**src/rtl/ben_unit.sv**
```systemverilog
// ben_unit: LC-3 branch-enable stage; latches IR/PC/nzp, computes BEN and PC+SEXT(offset). Optional BEN_STATS_EN counters.
// Latency: request sampled on LD_BEN at one edge, result (br_valid, BEN, br_target) presented after the next edge.
// Backpressure: result held with br_valid high until br_ack; LD_BEN is dropped whenever br_busy is high.
module ben_unit #(
    parameter int WIDTH    = 16,
    parameter int OFFSET_W = 9
) (
    input  logic             Clk,
    input  logic             Reset,
    input  logic [WIDTH-1:0] IR,
    input  logic [WIDTH-1:0] PC,
    input  logic [WIDTH-1:0] nzp,
    input  logic             LD_BEN,
    input  logic             br_ack,
    output logic             BEN,
    output logic [WIDTH-1:0] br_target,
    output logic             br_valid,
    output logic             br_busy,
    output logic [15:0]      eval_cnt,
    output logic [15:0]      taken_cnt
);

    typedef enum logic [1:0] {
        IDLE = 2'd0,
        EVAL = 2'd1,
        RESP = 2'd2
    } state_t;

    state_t           state;
    logic [WIDTH-1:0] cap_ir;
    logic [WIDTH-1:0] cap_pc;
    logic [2:0]       cap_nzp;

    logic             new_ben;
    logic [WIDTH-1:0] new_target;
    logic [WIDTH-1:0] offset_sext;

    // Opcode bits and the upper condition-code bits are deliberately not decoded here.
    logic unused_bits;
    assign unused_bits = ^{nzp[WIDTH-1:3], cap_ir[WIDTH-1:12]};

    assign offset_sext = {{(WIDTH-OFFSET_W){cap_ir[OFFSET_W-1]}}, cap_ir[OFFSET_W-1:0]};
    assign new_ben     = |(cap_ir[11:9] & cap_nzp);
    assign new_target  = cap_pc + offset_sext;

    assign br_busy  = (state != IDLE);
    assign br_valid = (state == RESP);

    always_ff @(posedge Clk) begin
        if (Reset) begin
            state     <= IDLE;
            cap_ir    <= '0;
            cap_pc    <= '0;
            cap_nzp   <= '0;
            BEN       <= 1'b0;
            br_target <= '0;
        end else begin
            case (state)
                IDLE: begin
                    if (LD_BEN) begin
                        cap_ir  <= IR;
                        cap_pc  <= PC;
                        cap_nzp <= nzp[2:0];
                        state   <= EVAL;
                    end
                end
                EVAL: begin
                    BEN       <= new_ben;
                    br_target <= new_target;
                    state     <= RESP;
                end
                RESP: begin
                    if (br_ack) begin
                        state <= IDLE;
                    end
                end
                default: state <= IDLE;
            endcase
        end
    end

`ifdef BEN_STATS_EN
    // Counters advance on the EVAL->RESP transition and stick at all-ones.
    always_ff @(posedge Clk) begin
        if (Reset) begin
            eval_cnt  <= 16'h0000;
            taken_cnt <= 16'h0000;
        end else if (state == EVAL) begin
            if (eval_cnt != 16'hFFFF) begin
                eval_cnt <= eval_cnt + 16'd1;
            end
            if (new_ben && (taken_cnt != 16'hFFFF)) begin
                taken_cnt <= taken_cnt + 16'd1;
            end
        end
    end
`else
    assign eval_cnt  = 16'h0000;
    assign taken_cnt = 16'h0000;
`endif

endmodule

```
**config.mk**
```make
export PLATFORM = sky130hd
export DESIGN_NAME = ben_unit
export DESIGN_NICKNAME = d
export VERILOG_FILES = /design/src/rtl/ben_unit.sv
export SDC_FILE = /design/constraint.sdc
export NUM_CORES = 1
export LEC_CHECK = 0
export ABC_CLOCK_PERIOD_IN_PS = 3100
export CAP_MARGIN = 5
export CELL_PAD_IN_SITES_DETAIL_PLACEMENT = 1
export CELL_PAD_IN_SITES_GLOBAL_PLACEMENT = 2
export CORE_MARGIN = 2
export CORE_UTILIZATION = 24
export DETAILED_ROUTE_END_ITERATION = 8
export GPL_TIMING_DRIVEN = 0
export HOLD_SLACK_MARGIN = 0.02
export MAX_ROUTING_LAYER = met4
export PLACE_DENSITY = 0.91
export SETUP_SLACK_MARGIN = 0.02
export SLEW_MARGIN = 5
export SYNTH_ARGS = -nofsm -noshare
export SYNTH_HDL_FRONTEND = slang
export SYNTH_SLANG_ARGS = --single-unit
```
**constraint.sdc**
```tcl
create_clock -name Clk -period 3.1 [get_ports Clk]
set_clock_uncertainty 0.1 [all_clocks]
set_input_delay 0.775 -clock Clk [delete_from_list [all_inputs] [get_ports Clk]]
set_output_delay 0.775 -clock Clk [all_outputs]
set_load 0.05 [all_outputs]
```
# == After elaboration in Yosys (flattened, before gate mapping) ==
# Index checks and enable logic that the tools add are counted.
# word_totals
regBits,50
latchBits,0
ramBits,0
rom_bits,0
inputBits,52
output_inout_bits,51
word_cells,20
mem_count,0
# classes
n_addsub,1
multipliers,0
div,0
order_cmp,0
eq_ne,4
shift,0
mux,3
n_bitwise,1
n_reduce_logical,5
# op_table
op,count
$add 16x16->16,1
$pmux 2 s3,1
$mux 2,2
$ne 2x2->1 const B,2
$reduce_and 2->1,2
$and 3x3->3,1
$reduce_or 3->1,1
$eq 2x1->1 const B,1
$eq 2x2->1 const B,1
$logic_not 2->1,1
$reduce_bool 2->1,1

# == Depth between registers and ports, before layout ==
# depth
ltp_word,3
depth_mapped,8
ltp_nobuf,8

# == Worst setup path before layout ==
# OpenSTA, ideal clock, no wires.
# synth_timing
kind,reg2reg
start,register cap_ir[0]
end,register br_target[14]
setup_time_ns,0.117
t_arrival_ns,1.983
t_required_ns,2.883
setup_slack_ns,0.900
path_stages_with_launch,9
n_path_buf,0
synth_period_minus_slack_ns,2.200
cell_sequence,dfxtp_1 -> ha_1 -> fa_1 -> a211oi_1 -> o21bai_1 -> a21oi_2 -> o21ai_0 -> xor2_1 -> a22o_1
# synth_via
elab_chain_cells,1
# synth_rtl
element,line,text
start: declaration,30,logic [WIDTH-1:0] cap_ir;
start signal: assignment,52,cap_ir <= '0;
start signal: assignment,61,cap_ir <= IR;
$add 16x16->16,44,assign new_target = cap_pc + offset_sext;
end signal: assignment,69,br_target <= new_target;
end: declaration,16,"output logic [WIDTH-1:0] br_target,"
# No other way between the ends.
# A chain may end at the register's enable or synchronous reset.

# == Worst setup path in the final report ==
# layout_timing
start,register state[1]
end,output br_valid
# layout_via
elab_chain_cells,1
# layout_rtl
element,line,text
start: declaration,29,state_t state;
start signal: assignment,51,state <= IDLE;
start signal: assignment,64,state <= EVAL;
start signal: assignment,70,state <= RESP;
$eq 2x2->1,47,assign br_valid = (state == RESP);
end: declaration,17,"output logic br_valid,"
# No other way between the ends.

==> results_dict.tcl <==
set metrics [dict create \
    use_met1_pct 16.6 \
    drive_above_1_share_pct 11.6 \
    yosysMostFrequentCell "nand2_1" \
    grt_pass1_vias 2526 \
    postSynth.asyncResetShare_pct 0 \
    post-route-drc-count 0 \
    fin_crit_ps 2530 \
    drt_iter0_markers 91 \
    rsz0062_at_grt "no" \
    fillCellCount 1357 \
    crit_path_top_delay_cell "clkdlybuf4s50_1" \
    p_per_area_mw_per_mm2 483 \
    critPathMaxFanout 4 \
    synthToLayoutAreaGrowth_pct 36.8 \
    nets 499 \
    ctsHoldBuffers 0 \
    p_leak_uw 0.00157 \
    synth.top_cells.by_count "nand2_1, dfxtp_1, a21oi_1" \
    clkTransAtPathRegs_ps 70 \
    slew_headroom_pct 63.0 \
    vias 2521 \
    clock_latency_ps 290 \
    p_sw_uw 561 \
    post_cts_buffers 0 \
    syn_avg_cell_area_um2 7.96 \
    place_hpwl_um 6070 \
    drv_slew 0 \
    synth_edf_count 0 \
    synth_top_area_share_pct 37.0 \
    ys_seq_area_share_pct 37.0 \
    grt_use_met3_pct 2.18 \
    setup-tns-final_ps 0 \
    ys_top_cells_by_area "dfxtp_1, nand2_1, a21oi_1, buf_4, ha_1" \
    final_util_pct 33.9 \
    clk_path_buf_depth 2 \
    critical_path_class "register to primary output" \
    diodes 0 \
    crit_path_start_kind "register" \
    ys_types 43 \
    grt_start_max_net_pins 18 \
    synth_seq_cells 50 \
    slowest_delay_ps 820 \
    antenna_found_initial 0 \
    cts_htree_levels 2 \
    final_antenna_net_count 0 \
    grt-ovfl-total 0 \
    grt_util_met2_pct 21.7 \
    outcome "finished clean" \
    multiInputGateArea_mm2 0.00151 \
    grt_busiest_layer "met2" \
    drv_cap 0 \
    yosys_warnings 0 \
    die_h_um 110 \
    dieArea_mm2 0.0121 \
    worst_ep_required_time_ps 2220 \
    fp-row-count 38 \
    final_cells 572 \
    cts_tree "built" \
    p_seq_share_pct 39.6 \
    synth-main-ff-cell "dfxtp_1" \
    wl_um 7450 \
    post_drt_wl_per_cell_um 13.0 \
    routabilityCongestion 0.849 \
    total_power_uw 1790 \
    period_share_pct 81.5 \
    placedCellCount 564 \
    grt_pass1_wl_um 12000 \
    regArea_mm2 0.00100 \
    final_hold_viol_count 0 \
    path_cells "nor2b_1 -> clkdlybuf4s50_1" \
    power_frac_clock_pct 35.7 \
    setup_viol 0 \
    pwr-share-comb_pct 24.7 \
    p_int_uw 1230 \
    swShare_pct 31.3 \
    io_buffers 53 \
    root_buffer "clkbuf_16" \
    fp.dieW_um 110 \
    cts_resized 0 \
    vdd_drop_max_uv 242 \
    cts.sinks 50 \
    cts_buffers 5 \
    synth_top_cell_by_area "dfxtp_1" \
    viasPerCell 4.41 \
    cp-end-kind "primary output" \
    tightest_slew_ps 555 \
    syn_inst 340 \
    cp.arrival_ps 1650 \
    track_usage_pct 13.0 \
    drtPass1Iterations 4 \
    hp-class "register to register" \
    coreArea_mm2 0.0109 \
    ios 103 \
    initial_utilization_pct 24.7 \
    syn_area_mm2 0.00271 \
    clock.fmax_ghz 0.396 \
]
==> worst paths after layout <==
| path | cells after the start | end | start | slack, ps |
|---|---|---|---|---|
| setup / recovery | 2 | br_valid | state[1]$_SDFFE_PP0P_ | 570 |
| hold / removal | 2 | br_target[6]$_SDFFE_PP0N_ | br_target[6]$_SDFFE_PP0N_ | 360 |
| setup reg to reg | 8 | br_target[8]$_SDFFE_PP0N_ | cap_ir[0]$_SDFFE_PP0P_ | 610 |
| hold reg to reg | 2 | br_target[6]$_SDFFE_PP0N_ | br_target[6]$_SDFFE_PP0N_ | 360 |
==> through the flow <==
stage               cell area, um2  setup WS [ps]  hold WS [ps]
global route                  3700            408           389
floorplan                     2820            900           336
global placement              3530            464           346
CTS                           3700            564           367
finish                        3700            574           363
detailed placement            3530            430           357
==> logic make-up after synthesis <==
group / share of synthesized area [%]
multiplexers: 0.370
adder cells (fa/ha/maj): 7.67
AND/OR/NAND/NOR: 20.2
other: 0.139
buffers and inverters: 11.7
flip-flops: 37.0
XOR/XNOR: 3.24
AO/OA/AOI/OAI: 19.7
==> placed cells by master (no fill, tap or decap), types with 3 or more instances in the layout <==
cell / netlist / layout
buf_1: 6 / 6
buf_4: 32 / 32
clkbuf_16: 0 / 5
nor2_1: 12 / 12
o21ai_0: 8 / 8
clkbuf_1: 9 / 9
xor2_1: 3 / 3
a21o_1: 5 / 5
ha_1: 15 / 15
a31oi_1: 3 / 3
nand2_1: 87 / 87
a21oi_2: 4 / 4
a21oi_1: 48 / 48
a22o_1: 3 / 3
xnor2_1: 7 / 7
clkdlybuf4s50_1: 0 / 53
conb_1: 1 / 32
dfxtp_1: 50 / 50
a211oi_1: 6 / 6
nor2b_1: 3 / 3
nor3_1: 4 / 4
==> final cells by class <==
class	instances	share of cell area (%)
buffer	48	8.31
clock buffer	5	3.38
tap	140	4.73
inverter	2	0.203
timing repair buffer	53	14.3
multi-input combinational	271	40.7
clock inverter	3	1.32
sequential	50	27.0
==> flip-flops by register name, indices dropped and copies added (netlist names) <==
register,flops
BEN,1
br_target,16
cap_ir,12
cap_nzp,3
cap_pc,16
state,2
==> power by group through the flow <==
stage	clock [uW]	combinational (uW)	sequential, uW
after floorplan	0	284	753
after global placement	0	431	722
after detailed placement	0	441	725
after CTS	655	444	710
final	639	441	709
after global routing	675	479	714
==> critical path, delay by kind of cell (launching register included) <==
family	cells	cell delay, ps
simple gates	1	180
buf+inv	1	820
flops	1	360
==> metal layers <==
| metal | up-vias | share of wire (%) |
|---|---|---|
| li1 | 1276 | - |
| met1 | 1180 | 48 |
| met2 | 60 | 47 |
| met3 | 5 | 4.1 |
| met4 | 0 | 0.95 |
| met5 | - | 0 |
No activity file was read; power rests on OpenSTA's default activity.
